File: config.mk
export PLATFORM = sky130hd
export DESIGN_NAME = seq_detect_fsm
export DESIGN_NICKNAME = d
export VERILOG_FILES = /design/src/rtl/seq_detect_fsm.sv
export SDC_FILE = /design/constraint.sdc
export NUM_CORES = 1
export LEC_CHECK = 0
export BUFFER_PORTS_ARGS = -buffer_cell sky130_fd_sc_hd__buf_4
export CAP_MARGIN = 0
export CORE_AREA = 2 2 39 41
export CTS_BUF_LIST = sky130_fd_sc_hd__clkbuf_4 sky130_fd_sc_hd__clkbuf_8 sky130_fd_sc_hd__clkbuf_16
export DETAILED_ROUTE_END_ITERATION = 12
export DIE_AREA = 0 0 41 43
export PLACE_DENSITY = 0.8
export SLEW_MARGIN = 15
export SYNTH_ARGS = -nofsm -noshare
export SYNTH_HDL_FRONTEND = slang
export SYNTH_SLANG_ARGS = --single-unit
File: constraint.sdc
create_clock -name clock -period 1.8 [get_ports clock]
set_clock_uncertainty 0.05 [all_clocks]
set_input_delay 0.27 -clock clock [delete_from_list [all_inputs] [get_ports clock]]
set_output_delay 0.27 -clock clock [all_outputs]
set_load 0.005 [all_outputs]
File: src/rtl/seq_detect_fsm.sv
// seq_detect_fsm: parametrised MSB-first serial pattern detector.
// The matched-prefix length is the FSM state. The next state for every
// (state, In) pair is a constant table built from PATTERN when the design is
// elaborated, which is the KMP automaton unrolled. Out and count are
// registered, so no combinational path runs from In to any output.
module seq_detect_fsm #(
  parameter int          N       = 4,
  parameter logic [15:0] PATTERN = 16'h000B,
  parameter bit          OVERLAP = 1'b1,
  parameter int          CNT_W   = 8
) (
  input  logic                 clock,
  input  logic                 reset,
  input  logic                 clear,
  input  logic                 en,
  input  logic                 In,
  output logic                 Out,
  output logic [CNT_W-1:0]     count,
  output logic [$clog2(N):0]   state
);

  localparam int SW = $clog2(N) + 1;
  localparam logic [CNT_W-1:0] CNT_MAX = {CNT_W{1'b1}};

  // Control action decoded for each edge. clear outranks en.
  typedef enum logic [1:0] {
    ACT_HOLD  = 2'd0,
    ACT_STEP  = 2'd1,
    ACT_CLEAR = 2'd2
  } act_e;

  // Longest j <= k+1 where the last j bits of (PATTERN prefix of length k,
  // followed by b) equal the first j bits of PATTERN. A result of N means a
  // full match.
  function automatic logic [SW-1:0] next_len(input int k, input logic b);
    logic [16:0] seq;
    logic        ok;
    int          best;
    seq  = 17'd0;
    best = 0;
    for (int i = 0; i < k; i++) begin
      seq[i] = PATTERN[N-1-i];
    end
    seq[k] = b;
    for (int j = 1; j <= N; j++) begin
      if (j <= k + 1) begin
        ok = 1'b1;
        for (int t = 0; t < j; t++) begin
          if (seq[k+1-j+t] != PATTERN[N-1-t]) begin
            ok = 1'b0;
          end
        end
        if (ok) begin
          best = j;
        end
      end
    end
    return SW'(best);
  endfunction

  // Longest proper border of PATTERN: the prefix already matched once a
  // full match is accepted in overlap mode.
  function automatic logic [SW-1:0] border_len();
    logic ok;
    int   best;
    best = 0;
    for (int j = 1; j < N; j++) begin
      ok = 1'b1;
      for (int t = 0; t < j; t++) begin
        if (PATTERN[j-1-t] != PATTERN[N-1-t]) begin
          ok = 1'b0;
        end
      end
      if (ok) begin
        best = j;
      end
    end
    return SW'(best);
  endfunction

  localparam logic [SW-1:0] BORDER = border_len();
  localparam logic [SW-1:0] FULL   = SW'(N);

  // Reject unsupported lengths and patterns with bits above N.
  if (N < 2 || N > 16) begin : g_bad_n
    $error("seq_detect_fsm: N=%0d outside 2..16", N);
  end
  if (N < 16) begin : g_pat_chk
    if ((PATTERN >> N) != 16'h0000) begin : g_bad_pattern
      $error("seq_detect_fsm: PATTERN has bits above position N-1");
    end
  end

  logic [SW-1:0]    tab0_s [N];
  logic [SW-1:0]    tab1_s [N];
  logic [SW-1:0]    state_r;
  logic             out_r;
  logic [CNT_W-1:0] count_r;
  logic [SW-1:0]    cand_s;
  logic             match_s;
  act_e             act_s;
  logic [SW-1:0]    state_nxt_s;
  logic             out_nxt_s;
  logic [CNT_W-1:0] count_nxt_s;

  for (genvar k = 0; k < N; k++) begin : g_tab
    localparam logic [SW-1:0] NXT0 = next_len(k, 1'b0);
    localparam logic [SW-1:0] NXT1 = next_len(k, 1'b1);
    assign tab0_s[k] = NXT0;
    assign tab1_s[k] = NXT1;
  end

  // Next state, pulse and count from (state, In) and the control inputs.
  always_comb begin
    cand_s      = {SW{1'b0}};
    state_nxt_s = state_r;
    out_nxt_s   = 1'b0;
    count_nxt_s = count_r;
    for (int k = 0; k < N; k++) begin
      cand_s = (state_r == SW'(k)) ? (In ? tab1_s[k] : tab0_s[k]) : cand_s;
    end
    match_s = (cand_s == FULL);
    if (clear) begin
      act_s = ACT_CLEAR;
    end else if (en) begin
      act_s = ACT_STEP;
    end else begin
      act_s = ACT_HOLD;
    end
    case (act_s)
      ACT_CLEAR: begin
        state_nxt_s = {SW{1'b0}};
        out_nxt_s   = 1'b0;
        count_nxt_s = {CNT_W{1'b0}};
      end
      ACT_STEP: begin
        if (match_s) begin
          state_nxt_s = OVERLAP ? BORDER : {SW{1'b0}};
          out_nxt_s   = 1'b1;
          count_nxt_s = (count_r == CNT_MAX) ? count_r : count_r + CNT_W'(1);
        end else begin
          state_nxt_s = cand_s;
          out_nxt_s   = 1'b0;
          count_nxt_s = count_r;
        end
      end
      ACT_HOLD: begin
        state_nxt_s = state_r;
        out_nxt_s   = 1'b0;
        count_nxt_s = count_r;
      end
      default: begin
        state_nxt_s = {SW{1'b0}};
        out_nxt_s   = 1'b0;
        count_nxt_s = {CNT_W{1'b0}};
      end
    endcase
  end

  // State, pulse and counter registers; reset acts without waiting for a clock.
  always_ff @(posedge clock or posedge reset) begin
    if (reset) begin
      state_r <= {SW{1'b0}};
      out_r   <= 1'b0;
      count_r <= {CNT_W{1'b0}};
    end else begin
      state_r <= state_nxt_s;
      out_r   <= out_nxt_s;
      count_r <= count_nxt_s;
    end
  end

  assign state = state_r;
  assign Out   = out_r;
  assign count = count_r;

endmodule

==> results_dict.tcl, run 1 <==
set metrics [dict create \
    outcome "finished clean" \
    maxCapViolCount 0 \
    mappedNetlistArea_sq_um 622 \
    drt-wirelength-per-cell_um 14.0 \
    drc 0 \
    drt_iter0_drc 13 \
    crit_start "state[2]$_DFFE_PP0P_" \
    yosys_most_used_dff "dfrtp_1" \
    io_buffers 16 \
    synth_top_family_by_area "simple AND/OR/NAND/NOR gates" \
    synth-compound-area-share 0.189 \
    coreArea_sq_um 1380 \
    numCtsBuffers 3 \
    synth_mux_area_frac 0.0161 \
    p_total_uw 525 \
    path_clk_slew_ns 0.08 \
    hold_depth 2 \
    postRouteAntennaNets 0 \
    avgViaCountPerCell 5.83 \
    clock-sinks 12 \
    grt_max_degree 15 \
    gr-usage-all-layers 0.179 \
    async_flop_share 1.00 \
    max_freq_ghz 0.581 \
    fin_crit_ns 1.72 \
    seqCellArea_sq_um 302 \
    tritoncts "yes" \
    power_leakage_nw 0.383 \
    nNetsFinal 94 \
    yosys.area_share.simple 0.247 \
    synth_adder_area_share 0.0201 \
    post-place-ws_ns 0.0650 \
    first_global_vias 513 \
    clock-root-buffer "clkbuf_4" \
    stdcell_area_sq_um 826 \
    syn_nets 72 \
    placed_area_sq_um 764 \
    hold_end "count[4]$_DFFE_PP0P_" \
    rrSetupSlack_ns 0.08 \
    grt_pass1_wl_mm 2.17 \
    insertion_delay_ns 0.27 \
    path_buf_inv 1 \
    hold_viol 0 \
    dr.pass1.iters 4 \
    reg2reg_from "state[2]$_DFFE_PP0P_" \
    wl_mm 1.44 \
    ys_seq_area_frac 0.483 \
    die_w_um 41 \
    start_util 0.449 \
    fin_crit_sh 0.956 \
    drv_slew 0 \
    critical_path_required_ns 1.96 \
    setup_violations 0 \
    pin_count 17 \
    yosysWarningCount 0 \
    setup_ws_ns 0.0786 \
    antenna_found_initial 0 \
    power_density_nw_per_um2 636 \
    worst_slew_pin_slew_ns 0.463 \
    crit_arrival_ns 1.88 \
    die_h_um 43 \
    multi_input_area_sq_um 300 \
    slowest_stage "dfrtp_2" \
    antenna_cells 0 \
    vias 600 \
    row_count 14 \
    gp_congestion 0.767 \
    post-route-util 0.597 \
    netlist_instances 66 \
    cp_top_family "simple AND/OR/NAND/NOR gates" \
    critPathMaxStageDelay_ns 0.44 \
    synth_edf_count 0 \
    area_delta_synth_final_pct 32.8 \
    synth-xor-area-share 0 \
    ys_ff_latch 12 \
    dp_hpwl_mm 1.01 \
    r2r-end "count[4]$_DFFE_PP0P_" \
    hold_start "clear" \
    cp-end-kind "flip-flop" \
    vdd_drop_max_v 0.000486 \
    dieArea_sq_um 1760 \
    start_kind "flip-flop" \
    syn_avg_cell_area_sq_um 9.42 \
    drive_gt1_frac 0.310 \
    maxSlewHeadroom 0.691 \
    rr_worst_depth 5 \
    grt_overflow 0 \
    cts_buffer_depth 2 \
    n_fill_cell 111 \
    cp_max_fo 7 \
    hold_ws_ns 0.200 \
    hold_class "in -> reg" \
    crit_type "reg -> reg" \
    worstPathCellList "nor2b_4 > nand4_1 > buf_4 > or4_1 > a21oi_2" \
    synthDistinctLibCells 23 \
    htreeDepth 1 \
]
cell type report:
class / count / share of cell area
Clock buffer: 4 / 0.0439
Timing Repair Buffer: 20 / 0.185
Inverter: 4 / 0.0182
Multi-Input combinational cell: 47 / 0.364
Sequential cell: 12 / 0.365
Tap cell: 16 / 0.0242
worst reg2reg max path, delay by kind of cell, from the launching register on:
kind                   cells  cell delay, ns
and+or+nand+nor            3            0.79
AOI/OAI and AO/OA          1            0.15
DFF                        1            0.44
buffers and inverters      1            0.22
synth_stat cells (2+ instances only):
cell type | n | share of area
nand2_1 | 3 | 0.018
dfrtp_1 | 12 | 0.48
nand4_1 | 3 | 0.030
or4_1 | 3 | 0.036
o21ai_0 | 4 | 0.032
clkbuf_1 | 2 | 0.012
inv_1 | 4 | 0.024
and3_1 | 2 | 0.020
a21oi_1 | 7 | 0.056
o31ai_1 | 4 | 0.048
nand3_1 | 3 | 0.024
or3_1 | 4 | 0.040
nor2_1 | 5 | 0.030
layout by cell type (no fill, tap or decap), drive strengths merged:
cell type,count
a31oi,1
clkbuf,4
or2b,1
mux2i,1
buf,19
or3,4
and4,1
a32oi,1
o21ai,4
or4,3
nand4,3
nand3,3
dlygate4sd3,1
nand2,3
and3,2
o31ai,4
o41ai,1
ha,1
a21oi,7
nor2,5
o311ai,1
inv,4
dfrtp,12
nor2b,1
metal layers:
layer / track usage / vias to the layer above / routed length [um]
li1: - / 289 / -
met1: 0.225 / 284 / 566
met2: 0.284 / 25 / 758
met3: 0.0471 / 2 / 99
met4: 0.0600 / 0 / 14
met5: 0 / - / 0
power by group:
group | internal (mW) | switching (mW)
clock | 0.123 | 0.0949
combinational | 0.0150 | 0.0186
sequential | 0.271 | 0.00249
total | 0.409 | 0.116
per-stage QoR:
step | TNS, ns | instances
final | 0 | 103
after global routing | -0.0401 | 103
after CTS | 0 | 102
after detailed placement | 0 | 97
after global placement | 0 | 97
after floorplan | 0 | 66
how the worst max path moves through the flow:
stage / cells after the start / to
final: 5 / count[4]$_DFFE_PP0P_
after global routing: 5 / count[4]$_DFFE_PP0P_
after CTS: 5 / count[7]$_DFFE_PP0P_
after detailed placement: 5 / count[7]$_DFFE_PP0P_
after global placement: 5 / count[7]$_DFFE_PP0P_
after floorplan: 6 / count[7]$_DFFE_PP0P_
cell families (layout without fill, tap and decap cells):
family | count (synthesis) | count (layout)
flip-flops | 12 | 12
multiplexers | 1 | 1
adder cells (fa/ha/maj) | 1 | 1
AO/OA/AOI/OAI | 19 | 19
buffers and inverters | 7 | 28
AND/OR/NAND/NOR | 26 | 26
what timing repair did:
action | in CTS | in global routing
hold buffers | 1 | 0
setup endpoints to repair | 0 | 8
buffers inserted | 0 | 1
gates resized for setup | 0 | 3
endpoints found under the hold margin | 12 | 0
state kept, by name, summed over array words and instances, names as in the netlist:
| signal | flops |
|---|---|
| count | 8 |
| state | 3 |
| Out | 1 |
Note: power is estimated with default switching activity, not from simulation.
==> run 2: changes to the inputs <==
BUFFER_PORTS_ARGS = default   (was -buffer_cell sky130_fd_sc_hd__buf_4)
CORE_AREA = default   (was 2 2 39 41)
CORE_MARGIN = 1.5   (was default)
CORE_UTILIZATION = 45   (was default)
DIE_AREA = default   (was 0 0 41 43)
DONT_BUFFER_PORTS = 1   (was default)
PLACE_DENSITY = 0.68   (was 0.8)
==> results_dict.tcl, run 2 (synthesized netlist as in run 1, its figures left out) <==
set metrics [dict create \
    outcome "finished clean" \
    tritoncts "yes" \
    postRouteAntennaNets 0 \
    rrSetupSlack_ns 0.17 \
    cp_max_fo 14 \
    crit_start "count[0]$_DFFE_PP0P_" \
    antenna_found_initial 0 \
    avgViaCountPerCell 6.09 \
    numCtsBuffers 3 \
    vdd_drop_max_v 0.000303 \
    row_count 13 \
    power_leakage_nw 0.313 \
    area_delta_synth_final_pct 15.9 \
    drive_gt1_frac 0.135 \
    drt-wirelength-per-cell_um 15.2 \
    clock-sinks 12 \
    rsz0062_at_grt "no" \
    layout_commonest_cell "dfrtp_1" \
    n_fill_cell 117 \
    drc 0 \
    r2r-end "count[4]$_DFFE_PP0P_" \
    pwr-share-clk 0.352 \
    worstPathCellList "ha_1 > nand4_1 > nor2_2 > or4_1 > a21oi_1" \
    die_h_um 40.2 \
    setup_tns_ns 0 \
    setup_violations 0 \
    slowest_stage "or4_1" \
    drv_slew 0 \
    reg2reg_from "count[0]$_DFFE_PP0P_" \
    fin_crit_ns 1.63 \
    cts_buffer_depth 2 \
    path_buf_inv 0 \
    p_sw_uw 98.7 \
    vias 542 \
    hold_viol 0 \
    cp_top_family "simple AND/OR/NAND/NOR gates" \
    internal-power_uw 359 \
    clock-root-buffer "clkbuf_4" \
    cts_setup_buffers 0 \
    max_freq_ghz 0.613 \
    antenna_cells 0 \
    drt_iter0_drc 10 \
    rr_worst_depth 5 \
    power_density_nw_per_um2 635 \
    path_clk_slew_ns 0.07 \
    fin_crit_sh 0.906 \
    crit_arrival_ns 1.77 \
    first_global_vias 485 \
    nNetsFinal 82 \
    start_kind "flip-flop" \
    layoutNonFillerInstCount 89 \
    dp_cells 83 \
    pin_count 17 \
    cp-end-kind "flip-flop" \
    htreeDepth 1 \
    crit_type "reg -> reg" \
    start_util 0.478 \
    gr-usage-all-layers 0.205 \
    die_w_um 40.2 \
    maxCapViolCount 0 \
    wl_mm 1.35 \
    hold_class "in -> reg" \
    coreArea_sq_um 1300 \
    p_total_uw 458 \
    final_cell_mix "dfrtp_1, a21oi_1, buf_4" \
    insertion_delay_ns 0.27 \
    cp.depth 5 \
    grt_pass1_wl_mm 2.12 \
    dp_hpwl_um 936 \
    maxSlewHeadroom 0.684 \
    io_buffers 0 \
    dieArea_sq_um 1610 \
    dr.pass1.iters 4 \
    grt_max_degree 15 \
    largest_reg_flops 8 \
    hold_start "clear" \
    critPathMaxStageDelay_ns 0.48 \
    gp_congestion 0.766 \
    worst_slew_pin_slew_ns 0.473 \
    crit_end "count[4]$_DFFE_PP0P_" \
    swShare 0.216 \
    grt_overflow 0 \
    p_comb_frac 0.050 \
    critical_path_required_ns 1.94 \
    seqPwrFrac 0.599 \
]
run 2: cell types whose count changed in the layout (fill, tap and decap cells not counted), sizes merged:
| cell | delta |
|---|---|
| buf | -14 |
| clkbuf | -1 |
| dlygate4sd3 | +2 |
run 2: how the worst min path moves through the flow:
stage	to	slack, ns	cells past startpoint
global placement	Out$_DFF_PP0_	0.14	1
finish	count[2]$_DFFE_PP0P_	0.007	1
floorplan	Out$_DFF_PP0_	0.08	1
global route	Out$_DFF_PP0_	0.001	1
CTS	count[0]$_DFFE_PP0P_	0.0004	1
detailed placement	Out$_DFF_PP0_	0.15	1
run 2: what timing repair did:
item                       CTS  global route
hold buffers                 2             1
hold endpoints to repair    13             6
setup endpoints to repair    0             8
resized for setup            0             1
run 2: cell type report:
type / count / area [sq um] / share of cell area
sequential: 12 / 300 / 0.417
multi-input combinational: 47 / 297 / 0.411
timing repair buffer: 8 / 67.6 / 0.0938
clock buffer: 3 / 22.5 / 0.0313
tap: 15 / 18.8 / 0.0260
inverter: 4 / 15.0 / 0.0208
run 2: through the flow:
stage,area (sq um),worst slack (ns),utilization,hold slack [ns]
after floorplan,622,0.215,-,0.0847
after global placement,666,0.125,0.512,0.143
after detailed placement,666,0.0505,0.512,0.147
after CTS,708,0.0141,0.544,0.000390
after global routing,721,0.0646,0.554,0.00119
final,721,0.169,0.554,0.00690
run 2: routing by layer:
metal,global-route usage,vias to the layer above,share of wire
met5,0,-,0
met4,0.100,0,0.010
met3,0.0722,2,0.043
met2,0.302,14,0.45
met1,0.265,259,0.50
li1,-,267,-
run 2: worst register-to-register path: stages, from the launching register on:
cell     delay [ns]
dfrtp_1        0.43
ha_1           0.23
nand4_1        0.11
nor2_2         0.11
or4_1          0.48
a21oi_1        0.16
run 2: power by group through the flow:
stage | logic, mW | clock network [mW] | registers [mW]
after floorplan | 0.0157 | 0 | 0.279
after global placement | 0.0155 | 0 | 0.279
after detailed placement | 0.0159 | 0 | 0.279
after CTS | 0.0198 | 0.167 | 0.274
after global routing | 0.0265 | 0.178 | 0.275
final | 0.0228 | 0.161 | 0.274
==> run 3: changes to the inputs <==
ABC_AREA = 1   (was default)
CORE_ASPECT_RATIO = 1.25   (was default)
RECOVER_POWER = 25   (was default)
==> results_dict.tcl, run 3 <==
set metrics [dict create \
    outcome "finished clean" \
    clock-root-buffer "clkbuf_4" \
    slowest_stage "dfrtp_1" \
    hold_class "in -> reg" \
    path_clk_slew_ns 0.07 \
    synthTopCellsByCount "nand2_1, nor2_1, dfrtp_1" \
    drc 0 \
    drt_iter0_drc 19 \
    die_h_um 48.0 \
    area_delta_synth_final_pct 7.55 \
    pwr-share-clk 0.333 \
    seqPwrFrac 0.581 \
    cp-end-kind "flip-flop" \
    async_flop_share 1.00 \
    p_total_uw 485 \
    yosys-top-cells-area "dfrtp_1, nand2_1, nand3_1" \
    antenna_cells 0 \
    row_count 16 \
    insertion_delay_ns 0.27 \
    fin_crit_ns 1.37 \
    die_w_um 39.0 \
    gp_congestion 0.815 \
    max_freq_ghz 0.728 \
    nNetsFinal 110 \
    gr-usage-all-layers 0.174 \
    largest_reg_flops 8 \
    cp_max_fo 8 \
    crit_top_cell "nand2_2" \
    avgViaCountPerCell 5.31 \
    critical_path_required_ns 1.91 \
    ys_seq_area_frac 0.412 \
    power_leakage_nw 0.347 \
    numCtsBuffers 3 \
    final_cell_mix "nand2_1, nor2_1, dfrtp_1" \
    wl_mm 1.43 \
    yosysTopAreaCell "dfrtp_1" \
    coreArea_sq_um 1540 \
    dp_hpwl_mm 1.10 \
    path_buf_inv 1 \
    drt-wirelength-per-cell_um 11.9 \
    worstPathCellList "ha_1 > inv_1 > nor2_2 > nand2_2 > nand2_2 > nand2_4 > nand3_1 > nand2_1" \
    crit_type "reg -> reg" \
    swShare 0.247 \
    hold_start "In" \
    layout_commonest_cell "nand2_1" \
    rsz0062_at_grt "no" \
    dr.pass1.iters 4 \
    crit_arrival_ns 1.49 \
    synth.top_cell.area_share 0.412 \
    fin_crit_sh 0.763 \
    ys_ff_latch 12 \
    hold_viol 0 \
    first_global_vias 525 \
    setup_violations 0 \
    p_sw_uw 120 \
    antenna_found_initial 0 \
    yosysMostFrequentCell "nand2_1" \
    start_util 0.473 \
    clock-sinks 12 \
    mappedNetlistArea_sq_um 729 \
    yosys_most_used_dff "dfrtp_1" \
    start_kind "flip-flop" \
    worst_slew_pin_slew_ns 0.458 \
    setup_tns_ns 0 \
    syn_avg_cell_area_sq_um 7.44 \
    cts_buffer_depth 2 \
    netlist_instances 98 \
    crit_start "count[1]$_DFFE_PP0P_" \
    drive_gt1_frac 0.147 \
    maxSlewHeadroom 0.694 \
    grt_overflow 0 \
    p_comb_frac 0.086 \
    synthDistinctLibCells 22 \
    io_buffers 0 \
    htreeDepth 1 \
    synth_edf_count 0 \
    critPathMaxStageDelay_ns 0.42 \
    vias 637 \
    postRouteAntennaNets 0 \
    power_density_nw_per_um2 618 \
    tritoncts "yes" \
    vdd_drop_max_v 0.000328 \
    cp_top_family "simple AND/OR/NAND/NOR gates" \
    internal-power_uw 365 \
    syn_nets 104 \
    drv_slew 0 \
    maxCapViolCount 0 \
    post_cts_resized 0 \
    rrSetupSlack_ns 0.43 \
    dieArea_sq_um 1870 \
    grt_pass1_wl_mm 2.17 \
    grt_max_degree 13 \
    reg2reg_from "count[1]$_DFFE_PP0P_" \
    pin_count 17 \
    yosysWarningCount 0 \
]
[run 3: cell count changes after synthesis, sizes merged, moves of 3 or more]
cell / before / now
inv: 4 / 13
nand3: 3 / 12
or4: 3 / 0
nand2: 3 / 33
nor2: 5 / 16
a21oi: 7 / 1
o31ai: 4 / 0
or3: 4 / 0
[run 3: kinds of logic after synthesis]
group,synth area share
adders and majority gates,0.0171
buffers and inverters,0.0669
AOI/OAI and AO/OA,0.0549
xor gates and xnor gates,0.0240
DFF,0.412
and+or+nand+nor,0.425
[run 3: final cells by class]
| cell class | count | area [sq um] |
|---|---|---|
| clock buffers | 3 | 22.5 |
| fillers | 154 | 757 |
| inverters | 13 | 48.8 |
| multi-input cells | 73 | 380 |
| flip-flops and latches | 12 | 300 |
| well taps | 18 | 22.5 |
| repair buffers | 1 | 10.0 |
[run 3: power by group through the flow]
stage | combinational, mW | sequential [mW] | clock [mW]
3_5_place_dp | 0.0409 | 0.287 | 0
2_1_floorplan | 0.0332 | 0.286 | 0
5_1_grt | 0.0482 | 0.282 | 0.177
4_1_cts | 0.0427 | 0.282 | 0.164
6_report | 0.0418 | 0.282 | 0.161
3_3_place_gp | 0.0408 | 0.287 | 0
[run 3: metal layers]
metal | track usage | vias to the layer above | part of all wire
met1 | 0.191 | 293 | 0.44
met3 | 0.0465 | 5 | 0.065
met4 | 0.0828 | 0 | 0.026
met5 | 0 | - | 0
li1 | - | 320 | -
met2 | 0.310 | 19 | 0.47
[run 3: what timing repair did]
item	in CTS	in global routing
hold buffers	1	0
endpoints found under the hold margin	12	0
buffers inserted	0	0
endpoints found under the setup margin	0	0
[run 3: path summary, 6_finish.rpt]
kind / depth (start not counted) / to
setup / recovery: 8 / count[5]$_DFFE_PP0P_
hold / removal: 2 / state[0]$_DFFE_PP0P_
setup reg to reg: 8 / count[5]$_DFFE_PP0P_
hold reg to reg: 1 / state[0]$_DFFE_PP0P_
max in group asynchronous: 2 / state[1]$_DFFE_PP0P_
min in group asynchronous: 2 / state[0]$_DFFE_PP0P_
[run 3: worst register-to-register path: cells and delay by family, from the launching register on]
family                     cells  cell delay, ns
and+or+nand+nor                6            0.51
DFF                            1            0.42
adders and majority gates      1            0.21
buffers and inverters          1            0.07
[run 3: metrics by stage]
step / hold WS (ns) / cells / utilization / worst slack, ns / area [sq um]
2_1_floorplan: 0.0847 / 98 / - / 0.536 / 729
3_3_place_gp: 0.144 / 116 / 0.488 / 0.460 / 752
3_5_place_dp: 0.149 / 116 / 0.488 / 0.429 / 752
4_1_cts: 0.128 / 120 / 0.509 / 0.409 / 785
5_1_grt: 0.131 / 120 / 0.509 / 0.320 / 785
6_report: 0.125 / 120 / 0.509 / 0.426 / 785
